===== src/rtl/nibble_serial_adder.sv =====
// nibble_serial_adder: sequences a WIDTH-bit addition through an external
// 4-bit combinational adder, one nibble per cycle, chaining the carry and
// assembling a registered WIDTH-bit result with a final carry-out.
module nibble_serial_adder #(
  parameter int WIDTH = 16
) (
  input  logic             clk,
  input  logic             rst_n,
  input  logic             start,
  input  logic [WIDTH-1:0] op_a,
  input  logic [WIDTH-1:0] op_b,
  input  logic             cin,
  output logic [3:0]       add_a,
  output logic [3:0]       add_b,
  output logic             add_cin,
  input  logic [3:0]       add_sum,
  input  logic             add_cout,
  output logic             busy,
  output logic             done,
  output logic [WIDTH-1:0] result,
  output logic             cout
);

  localparam int NIBBLES = WIDTH / 4;
  localparam int IDX_W   = (NIBBLES > 1) ? $clog2(NIBBLES) : 1;

  typedef enum logic [1:0] {
    S_IDLE = 2'd0,
    S_RUN  = 2'd1,
    S_DONE = 2'd2
  } state_t;

  state_t           r_state;
  state_t           w_next;
  logic [WIDTH-1:0] r_a;
  logic [WIDTH-1:0] r_b;
  logic             r_carry;
  logic [IDX_W-1:0] r_idx;
  logic [WIDTH-1:0] r_result;
  logic             r_cout;
  logic             w_accept;
  logic             w_last;

  // State register.
  always_ff @(posedge clk or negedge rst_n) begin
    if (!rst_n) begin
      r_state <= S_IDLE;
    end else begin
      r_state <= w_next;
    end
  end

  // Next-state decode and handshake outputs; a start in DONE is taken
  // exactly like one in IDLE so operations can run back to back.
  always_comb begin
    w_next   = r_state;
    w_accept = 1'b0;
    busy     = 1'b0;
    done     = 1'b0;
    w_last   = (r_idx == IDX_W'(NIBBLES - 1));
    case (r_state)
      S_IDLE: begin
        if (start) begin
          w_accept = 1'b1;
          w_next   = S_RUN;
        end
      end
      S_RUN: begin
        busy = 1'b1;
        if (w_last) begin
          w_next = S_DONE;
        end
      end
      S_DONE: begin
        done = 1'b1;
        if (start) begin
          w_accept = 1'b1;
          w_next   = S_RUN;
        end else begin
          w_next = S_IDLE;
        end
      end
      default: begin
        w_next = S_IDLE;
      end
    endcase
  end

  // Adder-facing nibbles come straight from the operand shift registers
  // and are forced to zero whenever no nibble is being processed.
  always_comb begin
    add_a   = 4'd0;
    add_b   = 4'd0;
    add_cin = 1'b0;
    if (r_state == S_RUN) begin
      add_a   = r_a[3:0];
      add_b   = r_b[3:0];
      add_cin = r_carry;
    end
  end

  // Operand capture, per-nibble sum/carry write-back and index advance.
  // Operands shift right so the current nibble is always in bits [3:0].
  always_ff @(posedge clk or negedge rst_n) begin
    if (!rst_n) begin
      r_a      <= '0;
      r_b      <= '0;
      r_carry  <= 1'b0;
      r_idx    <= '0;
      r_result <= '0;
      r_cout   <= 1'b0;
    end else if (w_accept) begin
      r_a      <= op_a;
      r_b      <= op_b;
      r_carry  <= cin;
      r_idx    <= '0;
      r_result <= '0;
      r_cout   <= 1'b0;
    end else if (r_state == S_RUN) begin
      for (int n = 0; n < NIBBLES; n++) begin
        if (r_idx == IDX_W'(n)) begin
          r_result[4*n +: 4] <= add_sum;
        end
      end
      r_carry <= add_cout;
      r_a     <= r_a >> 4;
      r_b     <= r_b >> 4;
      if (w_last) begin
        r_cout <= add_cout;
        r_idx  <= '0;
      end else begin
        r_idx <= r_idx + 1'b1;
      end
    end
  end

  assign result = r_result;
  assign cout   = r_cout;

endmodule

===== config.mk =====
export PLATFORM = sky130hd
export DESIGN_NAME = nibble_serial_adder
export DESIGN_NICKNAME = d
export VERILOG_FILES = /design/src/rtl/nibble_serial_adder.sv
export SDC_FILE = /design/constraint.sdc
export NUM_CORES = 1
export LEC_CHECK = 0
export CAP_MARGIN = 25
export CORE_ASPECT_RATIO = 1.4
export CORE_MARGIN = 2
export CORE_UTILIZATION = 49
export DETAILED_ROUTE_END_ITERATION = 6
export GPL_TIMING_DRIVEN = 0
export PLACE_DENSITY = 0.79
export SLEW_MARGIN = 15
export SYNTH_ARGS = -nofsm -noshare
export SYNTH_HDL_FRONTEND = slang
export SYNTH_SLANG_ARGS = --single-unit

===== constraint.sdc =====
create_clock -name clk -period 1.7 [get_ports clk]
set_input_delay 0.34 -clock clk [delete_from_list [all_inputs] [get_ports clk]]
set_output_delay 0.34 -clock clk [all_outputs]
set_load 0.01 [all_outputs]

## After elaboration in Yosys (flattened, before gate mapping)

Cells that the tools add are included.

- Register bits after elaboration: 54
- Bits in latches: 0
- RAM bits: 0
- ROM bits: 0
- Memories kept: 0

- $add $sub $neg: 1
- Multipliers: 0
- Divide/modulo/power cells: 0
- $lt $le $gt $ge: 0
- Equality and inequality tests: 7
- Shift-type cells: 0
- Muxes and demuxes: 29
- Bitwise operators: 0
- Reductions and logical operators: 13

Operator list:

| kind | number |
|---|---|
| 16-bit two-way mux | 6 |
| 4-bit two-way mux | 6 |
| 1-bit two-way mux | 11 |
| 2-bit two-way mux | 5 |
| 2-bit AND reduction | 5 |
| 2-bit nonzero test | 5 |
| 2-bit equality test, second input constant | 3 |
| 2-bit case mux with 3 select lines | 1 |
| 2-bit by 1-bit equality test with 1-bit output, second input constant | 2 |
| 2-bit zero test | 2 |
| 2-bit != test, second input constant | 2 |
| 2-bit by 1-bit adder with 2-bit output, second input constant | 1 |
| 2-bit OR reduction | 1 |

## Logic depth before layout (Yosys ltp)

- Word-level depth: 5
- Gate-level depth with buffers: 6
- Mapped depth without buffers: 5

## Worst setup path after synthesis

Ideal clock, no wire load.

- Kind: reg-to-output
- Start point: reg r_state[1]
- End point: out add_a[0]
- Arrival time: 1,043 ps
- Slack: 317 ps
- Cell stages (with the launch flop): 5
- Path through: dfrtp_1 -> buf_6 -> nand2b_1 -> inv_2 -> and2_1

- Cells in the longest elaborated chain, start to end: 2

RTL lines:

| what | line | source |
|---|---|---|
| start, declared | 33 | `state_t r_state;` |
| start signal, assigned | 49 | `r_state <= w_next;` |
| 2-bit by 1-bit equality test with 1-bit output | 95 | `if (r_state == S_RUN) begin` |
| 4-bit two-way mux | 95 |  |
| end, declared | 13 | `output logic [3:0] add_a,` |

No other way between the ends.

## Final worst setup path

- Start point: reg r_state[1]
- End point: out add_a[1]

The elaborated chain is that of the path after synthesis.

==> results.rst <==
.. list-table::
   :header-rows: 1

   * - Metric
     - Value
   * - Share of layout cells above drive strength 1
     - 16.8%
   * - Worst path arrival time
     - 1.35 ns
   * - Final worst hold slack
     - 0.0574 ns
   * - CTS tree
     - built
   * - Synthesized Nets
     - 316
   * - DR vias/cell
     - 5.51
   * - DRC
     - 0
   * - Post-placement worst setup slack
     - -0.336 ns
   * - Number of inserted diodes
     - 0
   * - Via count
     - 2,342
   * - Number of primary I/O pins
     - 69
   * - Final-report setup violation count
     - 0
   * - Syn Std Cell Area
     - 0.00281 mm2
   * - Critical path launch point type
     - register
   * - Timing-limited maximum frequency
     - 591 MHz
   * - Die area
     - 0.00635 mm2
   * - HP Class
     - in2async
   * - Kind of capture point of the worst setup path
     - output pin
   * - Wire length of the first global-routing pass
     - 11.3 mm
   * - Kind of critical path
     - reg2out
   * - Number of nets in the layout
     - 401
   * - Reg2reg end
     - result[15]
   * - Average cell area after synthesis
     - 10.4 um2
   * - Number of antenna violations at the first check in global routing
     - 0
   * - Static leakage
     - 1.64 nW
   * - Number of iterations in the first detailed-routing pass
     - 4
   * - Core area
     - 0.00553 mm2
   * - Post-layout instance count excluding filler cells
     - 425
   * - Total clock buffers created by CTS
     - 5
   * - Residual antenna-violating net count after detailed routing
     - 0
   * - Most common library cell in the layout ignoring fill and taps
     - sky130_fd_sc_hd__clkdlybuf4s50_1
   * - Total gr overflow
     - 0
   * - Flops & latches, synth
     - 54
   * - Largest net degree at the start of global routing
     - 55
   * - Number of synthesis warnings
     - 0
   * - Worst endpoint required time
     - 1.36 ns
   * - Number of max-cap violations
     - 0
   * - Maximum fanout encountered on the critical timing path
     - 5
   * - Clock tree buffer depth
     - 2
   * - Number of slew-limit violations in the final report
     - 0
   * - All-Layer GR Usage
     - 23.6%
   * - RR Startpoint
     - r_state[1]
   * - GPL Wtd Cong
     - 0.767
   * - Worst r2r path cells
     - 5
   * - # fillers
     - 456
   * - Estimated wirelength of the detail-placed design
     - 4.88 mm
   * - Worst R2R Setup Slack
     - 0.15 ns
   * - Clock transition at path regs
     - 0.11 ns
   * - Chip Width
     - 67.9 um
   * - Critical Path, Cell by Cell
     - nand2b_4 > clkinvlp_4 > and2_1 > buf_2
   * - Number of distinct library cell variants in the gate-level netlist after synthesis
     - 25
   * - Seq/Total Area, Yosys
     - 48.2%
   * - Slew HR
     - 54.3%
   * - Root Buffer
     - sky130_fd_sc_hd__clkbuf_8
   * - Worst VDD drop
     - 0.918 mV
   * - Via count of the first global-routing pass
     - 2,383
   * - Count of endpoints failing hold in the final timing report
     - 0
   * - Post-Syn Instances
     - 271
   * - Initial standard-cell utilization of the core
     - 50.8%
   * - Largest stage delay on the critical path
     - 0.44 ns
   * - Unrepaired setup endpoints after global routing
     - true
   * - Count of routing violations after the opening detailed-route iteration
     - 144
   * - Chip Height
     - 93.5 um
   * - H-Tree Level Count
     - 2
   * - Worst-Margin Slew
     - 0.685 ns
   * - Result of the run
     - complete, no violations
   * - Post-route fraction of the period consumed by the critical path
     - 99.5%
   * - Total number of placement rows
     - 32
   * - Commonest cells after routing, fill and taps aside
     - sky130_fd_sc_hd__clkdlybuf4s50_1 (55), sky130_fd_sc_hd__dfrtp_1 (52), sky130_fd_sc_hd__mux2i_1 (43)
   * - Post-detailed-route wirelength per cell
     - 16.4 um
   * - Number of placed cells counting well taps
     - 406
   * - Insertion delay of the later-clocked pin in the worst-skew pair
     - 0.31 ns
   * - Detailed-route wire length
     - 6.98 mm
   * - Growth of design area from synthesis to finish
     - 35.6%
   * - Smallest setup slack after layout
     - 0.00889 ns
   * - Quantity of I/O buffers inserted on ports
     - 67
   * - Power per unit of standard cell area
     - 1650 mW/mm2
   * - Tmin final
     - 1.69 ns
   * - Number of clock sinks
     - 54
   * - Skew final
     - 0.00991 ns
   * - Slowest cell on crit path
     - sky130_fd_sc_hd__dfrtp_2
-- cell families (layout without fill, tap and decap cells) --
group                      Yosys count  in the layout  share of synthesized area (%)
and+or+nand+nor                     64             64                           12.3
buffers and inverters               27            113                           5.22
muxes                               43             43                           15.3
AOI/OAI and AO/OA                   79             79                           17.2
adders and majority gates            4              4                           1.78
DFF                                 54             54                           48.2
-- sequential cells by signal (all words and copies together) (netlist names) --
signal / cells
r_a: 16
r_b: 16
result: 16
r_idx: 2
r_state: 2
cout: 1
r_carry: 1
-- how the worst max path moves through the flow --
stage,startpoint,end,depth (start not counted)
finish,r_state[1],add_a[1],4
global route,r_state[1],add_a[1],4
CTS,r_state[1],add_b[1],5
detailed placement,r_state[1],add_b[3],5
global placement,rst_n,r_a[0],1
floorplan,r_state[1],add_a[0],4
-- synth_stat cells (all sizes together) --
| cell | count | area share (%) |
|---|---|---|
| dfrtp | 54 | 48 |
| mux2i | 43 | 15 |
| a21oi | 25 | 4.5 |
| nor2b | 24 | 5.4 |
| a211oi | 23 | 6.2 |
| o21ai | 21 | 3.7 |
| nand2 | 20 | 2.7 |
| buf | 14 | 3.4 |
| and2 | 8 | 1.9 |
| clkbuf | 7 | 0.98 |
| a22o | 6 | 1.9 |
| inv | 6 | 0.80 |
| nand2b | 6 | 1.3 |
| ha | 4 | 1.8 |
| nor2 | 4 | 0.54 |
| a21o | 2 | 0.54 |
| o22ai | 2 | 0.45 |
| nor3 | 1 | 0.18 |
| or2 | 1 | 0.31 |
-- worst max-delay path: cells and delay by family (launching register included) --
| family | cells | cell delay (ns) |
|---|---|---|
| DFF | 1 | 0.44 |
| buffers and inverters | 2 | 0.25 |
| and+or+nand+nor | 2 | 0.35 |
-- where the power goes --
| part | internal, mW | switching (mW) |
|---|---|---|
| sequential | 1.84 | 0.436 |
| combinational | 1.75 | 1.52 |
| clock | 0.291 | 0.441 |
-- area by class of cell --
class / count / area [um2] / share of cell area [%]
sequential: 54 / 1350 / 35.6
multi-input combinational: 190 / 1350 / 35.4
timing repair buffer: 78 / 768 / 20.2
buffer: 20 / 128 / 3.35
tap: 68 / 85.1 / 2.24
clock buffer: 5 / 68.8 / 1.81
inverter: 6 / 27.5 / 0.723
clock inverter: 3 / 21.3 / 0.559
timing repair inverter: 1 / 7.51 / 0.197
-- repair_timing --
item | CTS | global route
hold buffers | 0 | 0
endpoints found under the setup margin | 11 | 11
pin swaps | 3 | 2
buffers inserted | 9 | 2
gates cloned | 1 | 0
resized for setup | 53 | 21
-- per-stage QoR --
step	area, um2	setup TNS [ns]	power, mW	utilization [%]
2_1_floorplan	2810	0	3.97	-
5_1_grt	3800	-0.249	6.70	68.9
4_1_cts	3710	-0.169	5.96	67.2
3_5_place_dp	3560	-2.82	5.15	64.4
6_report	3800	0	6.27	68.9
3_3_place_gp	3560	-76.66	5.07	64.4
-- routing by layer --
metal	global-route usage, %	wire, um
met5	0	0
met4	10.2	262
met3	3.25	225
met2	41.1	3660
met1	28.3	2830
No activity file was read; power rests on OpenSTA's default activity.
==> patch 1: new RTL, same flow settings <==
Register the output `add_a`, with the module's reset; this adds one clock of latency there. The other outputs are not delayed to match.
--- a/src/rtl/nibble_serial_adder.sv
+++ b/src/rtl/nibble_serial_adder.sv
@@ -29,6 +29,8 @@
     S_RUN  = 2'd1,
     S_DONE = 2'd2
   } state_t;
+
+  logic [3:0] add_a_d;
 
   state_t           r_state;
   state_t           w_next;
@@ -89,11 +91,11 @@
   // Adder-facing nibbles come straight from the operand shift registers
   // and are forced to zero whenever no nibble is being processed.
   always_comb begin
-    add_a   = 4'd0;
+    add_a_d = 4'd0;
     add_b   = 4'd0;
     add_cin = 1'b0;
     if (r_state == S_RUN) begin
-      add_a   = r_a[3:0];
+      add_a_d = r_a[3:0];
       add_b   = r_b[3:0];
       add_cin = r_carry;
     end
@@ -137,4 +139,12 @@
   assign result = r_result;
   assign cout   = r_cout;
 
+  always_ff @(posedge clk or negedge rst_n) begin
+    if (!rst_n) begin
+      add_a <= '0;
+    end else begin
+      add_a <= add_a_d;
+    end
+  end
+
 endmodule
Behaviour: not the same (Yosys sat finds a counterexample within 4 cycles, from zero or initial values and one cycle with rst_n low).
==> patch 1 against the original RTL <==
- sequential share of layout area is 0.26 points lower
- via count is 3.5% higher
- first-iteration DRC count is 44% lower
- register-to-register slack better by 180 ps
- setup slack better by 36 ps
- sequential cell count is 4 higher
- fmax is 2.2% higher
- critical path type unchanged
- total power is 10% higher
- design area is 8.2% higher
- area after synthesis is 13% higher
- synthesized cell count is 8.1% higher
- routed wire length is 2.5% higher
==> patch 1: results (changes against the original RTL) <==
| Step | Quantity | Reported | vs unedited |
|---|---|---|---|
| final layout | Cell Count, Final, Fillers Out | 450 | +5.9% |
| global route | Via count of the first global-routing pass | 2479 | +4.0% |
| synthesis | Area contributors post-synth | dfrtp_1 46%, mux2i_1 14%, a21oi_2 5.3%, nor2b_1 4.9%, a211oi_2 4.7% |  |
| synthesis | Average cell area after synthesis | 10.8 um2 | +4.5% |
| routing | Via count | 2425 | +3.5% |
| synthesis | Portion of the post-synthesis area used by sequential elements | 0.458 | -0.0238 |
| setup path | Largest fanout on the critical path | 10 | +5 |
| global route | Maximum number of pins on one net before global-route repair | 59 | +7.3% |
| final layout | Post-layout net count | 419 | +4.5% |
| clock tree | Master cell of the clock root buffer | clkbuf_8 |  |
| synthesis | Commonest cells in the netlist | 58 x dfrtp_1, 44 x mux2i_1, 28 x nand2_1 |  |
| setup path | Highest cell delay on the worst timing path | 440 ps | about the same |
| clock tree | Cts-stage hold buffer count | 0 | unchanged |
| final layout | # fillers | 524 | +15% |
| sta | Slew at the pin closest to its max-slew limit | 751 ps | +66.0 ps |
| clock tree | Total number of H-tree levels | 3 | +1 |
| synthesis | Unique masters post-synth | 26 | +4.0% |
| hold path | Min-delay worst type | input port to asynchronous set/reset pin |  |
| synthesis | Post-Syn Nets | 338 | +7.0% |
| placement | Total of buffers placed on input and output ports | 68 | +1.5% |
| setup path | Crit path DAT | 1320 ps | -30 ps |
| placement | Weighted congestion at the end of routability-driven global placement | 0.793 | +3.4% |
| outcome | Outcome | completed |  |
| routing | WL per Instance | 15.9 um | -3.2% |
| clock tree | Clock tree buffer depth | 2 | unchanged |
| clock tree | Clock insertion delay at the later pin of the skew report | 340 ps | +30 ps |
| final layout | Antenna Cells | 0 | unchanged |
| setup path | Critical-path cell with the highest stage delay | dfrtp_2 |  |
| synthesis | Yosys top cell area share | 0.458 | -0.0238 |
| placement | Placed wire-length estimate | 5010 um | +2.6% |
| global route | All-Layer GR Usage | 0.216 | -0.0208 |
| routing | Drt first-iter violations | 80 | -44% |
| clock tree | Number of buffers created by CTS | 9 | +4 |
| routing | Initial DRT Pass Iterations | 4 | unchanged |
| clock tree | Clk slew on worst S/H paths | 70 ps | -40 ps |
| power | Worst IR drop on VDD | 0.688 mV | -25% |
| synthesis | Ys flop type | dfrtp_1 |  |
| synthesis | Total of warnings raised by yosys | 0 | unchanged |
| placement | Total instance count after detailed placement | 433 | +6.7% |
| sta | Setup-violating endpoint count in the final report | 0 | unchanged |
| final layout | Fraction of final layout cells with drive strength greater than 1 | 0.222 | +0.0542 |
| sta | Setup Skew | 10.3 ps | +0.354 ps |
| synthesis | Async set or reset register ratio after synthesis | 1.00 | unchanged |
| power | Total leakage power | 1.73 nW | +5.4% |
| global route | Initial antenna violation count | 0 | unchanged |
| global route | First-pass GRT wire length | 12000 um | +6.4% |
## patch 1: final cells by class
type / instances / share of cell area
clock inverter: 3 / 0.00365
sequential: 58 / 0.353
buffer: 23 / 0.0459
multi-input combinational: 207 / 0.370
clock buffer: 12 / 0.0377
inverter: 4 / 0.00547
tap: 72 / 0.0219
timing repair buffer: 71 / 0.163
## patch 1: report_power, final
group / internal (mW) / switching [mW]
Combinational: 1.69 / 1.64
Clock: 0.593 / 0.540
Sequential: 1.99 / 0.447
Total: 4.28 / 2.62
## patch 1: logic make-up after synthesis
logic type                 count (synthesis)  share of synthesized area
and+or+nand+nor                           85                      0.140
AOI/OAI and AO/OA                         74                      0.181
DFF                                       58                      0.458
muxes                                     44                      0.139
buffers and inverters                     28                     0.0667
adders and majority gates                  4                     0.0158
## patch 1: repair_timing
item | 4_1_cts | 5_1_grt
resized for setup | 31 | 2
setup endpoints to repair | 7 | 2
setup buffers | 3 | 0
hold endpoints to repair | 0 | 0
## patch 1: routing by layer
layer,up-vias,part of all wire,track usage
li1,1189,-,-
met1,1164,0.43,0.268
met2,57,0.51,0.369
met3,15,0.030,0.0314
met4,0,0.024,0.0943
met5,-,0,0
## patch 1: final timing paths
kind                         endpoint  depth (start not counted)  slack [ps]        from
min                        result[10]                          1          70       rst_n
max reg2reg                result[15]                          5         330  r_state[1]
min in group clk               r_a[0]                          2         480      r_a[0]
min reg2reg                    r_a[0]                          2         480      r_a[0]
max in group asynchronous  r_state[0]                          1        1110       rst_n
max                              done                          4          40  r_state[1]
## patch 1: worst max-delay path: cells and delay by family, from the launching register on
kind / cells / cell delay (ps)
buf+inv: 3 / 400
flops: 1 / 440
simple gates: 1 / 130
## patch 1: metrics by stage
| stage | setup slack, ps | utilization | power (mW) | area (um2) | setup TNS (ps) |
|---|---|---|---|---|---|
| 6_report | 45.0 | 0.658 | 6.90 | 4120 | 0 |
| 5_1_grt | 0.550 | 0.658 | 7.38 | 4120 | 0 |
| 4_1_cts | 8.72 | 0.657 | 6.95 | 4110 | 0 |
| 3_5_place_dp | -200 | 0.630 | 5.82 | 3940 | -1160 |
| 3_3_place_gp | -1620 | 0.630 | 5.68 | 3940 | -94740 |
| 2_1_floorplan | 410 | - | 4.60 | 3170 | 0 |
==> patch 2: new RTL, same flow settings <==
Without the edit above. Set the parameter `WIDTH` to 32 (it was 16).
--- a/src/rtl/nibble_serial_adder.sv
+++ b/src/rtl/nibble_serial_adder.sv
@@ -2,7 +2,7 @@
 // 4-bit combinational adder, one nibble per cycle, chaining the carry and
 // assembling a registered WIDTH-bit result with a final carry-out.
 module nibble_serial_adder #(
-  parameter int WIDTH = 16
+  parameter int WIDTH = 32
 ) (
   input  logic             clk,
   input  logic             rst_n,
Ports: changed (resized op_a, op_b and result); port bits go from 69 to 117. The function was not compared with the original's and may differ.
==> patch 2 against the original RTL <==
- area after synthesis increased by 62%
- total power increased by 71%
- clock power increased to 2.6 times the old value
- setup slack improved by 49 ps
- design area increased by 62%
- routed wire length increased by 80%
- sequential cell count increased by 49
- critical path type unchanged
- largest cell class unchanged
- largest power group unchanged
==> patch 2: results (changes against the original RTL) <==
| Step | Quantity | Reported | vs unedited |
|---|---|---|---|
| setup path | Launching point of the worst reg2reg path | r_state[0] |  |
| synthesis | Unique masters post-synth | 29 | +16% |
| clock tree | Count of buffers added by post-CTS timing repair for setup | 6 | -3 |
| routing | Initial DRT Pass Iterations | 5 | +1 |
| final layout | Post-layout net count | 695 | +73% |
| placement | Weighted congestion at the end of routability-driven global placement | 0.814 | +6.1% |
| clock tree | Master cell of the clock root buffer | clkbuf_16 |  |
| clock tree | Clk slew on worst S/H paths | 70 ps | -40 ps |
| clock tree | Cts-stage hold buffer count | 1 | +1 |
| final layout | Fraction of final layout cells with drive strength greater than 1 | 0.121 | -0.0469 |
| power | Worst IR drop on VDD | 1.01 mV | +10% |
| placement | Dpl ws | -630 ps | -294 ps |
| synthesis | Post-Syn Nets | 561 | +78% |
| synthesis | Fraction of synthesized area in multiplexers | 0 | -0.153 |
| global route | First-pass GRT wire length | 20300 um | +80% |
| clock tree | Total number of H-tree levels | 3 | +1 |
| setup path | Largest fanout on the critical path | 8 | +3 |
| placement | Total instance count after detailed placement | 706 | +74% |
| clock tree | Number of resized instances in the post-cts repair step | 52 | -1.9% |
| synthesis | Xor-xnor portion of the synthesized cell area | 0 | unchanged |
| placement | Placed wire-length estimate | 8920 um | +83% |
| routing | Drt first-iter violations | 343 | +140% |
| clock tree | Number of buffers created by CTS | 9 | +4 |
| sta | Setup Skew | 5.37 ps | -4.54 ps |
| hold path | Min-delay worst type | input port to asynchronous set/reset pin |  |
| synthesis | Portion of the post-synthesis area used by sequential elements | 0.566 | +0.0841 |
| clock tree | Clock insertion delay at the later pin of the skew report | 340 ps | +30 ps |
| power | Total leakage power | 2.76 nW | +68% |
| routing | Total routed wirelength | 12600 um | +80% |
| routing | WL per Instance | 17.3 um | +5.3% |
| synthesis | Area contributors post-synth | dfrtp_1 57%, nand2_1 9.9%, a31oi_1 4.5%, nand3_1 4.5%, nor2_1 3.0% |  |
| synthesis | Adder-cell share of the synthesized area | 0.0165 | -0.00136 |
| synthesis | Average cell area after synthesis | 9.45 um2 | -8.7% |
| synthesis | Synth Area in Compound Gates | 0.152 | -0.0197 |
| global route | All-Layer GR Usage | 0.259 | +0.0222 |
| setup path | Highest cell delay on the worst timing path | 400 ps | -40 ps |
| outcome | Outcome | completed |  |
| global route | Initial antenna violation count | 0 | unchanged |
| global route | Maximum number of pins on one net before global-route repair | 81 | +47% |
| clock tree | Clock tree buffer depth | 2 | unchanged |
| placement | Total of buffers placed on input and output ports | 116 | +73% |
| synthesis | Commonest cells in the netlist | 120 x nand2_1, 103 x dfrtp_1, 41 x nand3_1 |  |
| global route | Via count of the first global-routing pass | 4209 | +77% |
| placement | Post-DP Area | 5880 um2 | +65% |
| setup path | Crit path DAT | 1300 ps | -50 ps |
| sta | Worst relative slew slack | 0.648 | +0.105 |
| routing | Via count | 4133 | +76% |
patch 2: changes by cell type in the layout (fill, tap and decap cells not counted), sizes merged, moves of 20 or more:
cell / unedited run / this run
nand2: 20 / 120
clkdlybuf4s50: 55 / 104
dfrtp: 54 / 103
mux2i: 43 / 0
nand3: 0 / 41
nor2: 4 / 38
a31oi: 0 / 33
a211oi: 23 / 0
nor2b: 24 / 2
a22oi: 0 / 20
patch 2: layer usage:
| metal | global-route usage | routed length (um) | vias to the layer above |
|---|---|---|---|
| li1 | - | - | 1923 |
| met1 | 0.324 | 4970 | 2006 |
| met2 | 0.435 | 6500 | 173 |
| met3 | 0.0421 | 699 | 31 |
| met4 | 0.116 | 390 | 0 |
| met5 | 0 | 0 | - |
patch 2: kinds of logic after synthesis:
kind of cell	Yosys count
adders and majority gates	6
DFF	103
and+or+nand+nor	225
AOI/OAI and AO/OA	102
buffers and inverters	46
patch 2: final timing paths:
| kind | endpoint | cells after the start | slack [ps] |
|---|---|---|---|
| setup / recovery | add_a[3] | 4 | 60 |
| hold / removal | r_a[24] | 2 | 430 |
| setup reg to reg | r_b[12] | 6 | 120 |
| hold reg to reg | r_b[2] | 2 | 490 |
| max in group asynchronous | r_state[1] | 3 | 600 |
| min in group clk | r_b[2] | 2 | 490 |
patch 2: final cells by class:
cell class,instances,area [um2]
multi-input cells,333,1760
clock buffers,13,260
fillers,720,2860
repair buffers,124,1190
well taps,107,134
plain buffers,35,190
inverters,9,41.3
clock inverters,1,5.00
repair inverters,1,8.76
flip-flops and latches,103,2580
patch 2: power breakdown:
part,total (mW),internal [mW],leakage (nW),switching [mW]
combinational,4.69,2.13,1.32,2.56
sequential,4.15,3.51,1.30,0.637
clock,1.89,1.06,0.132,0.835
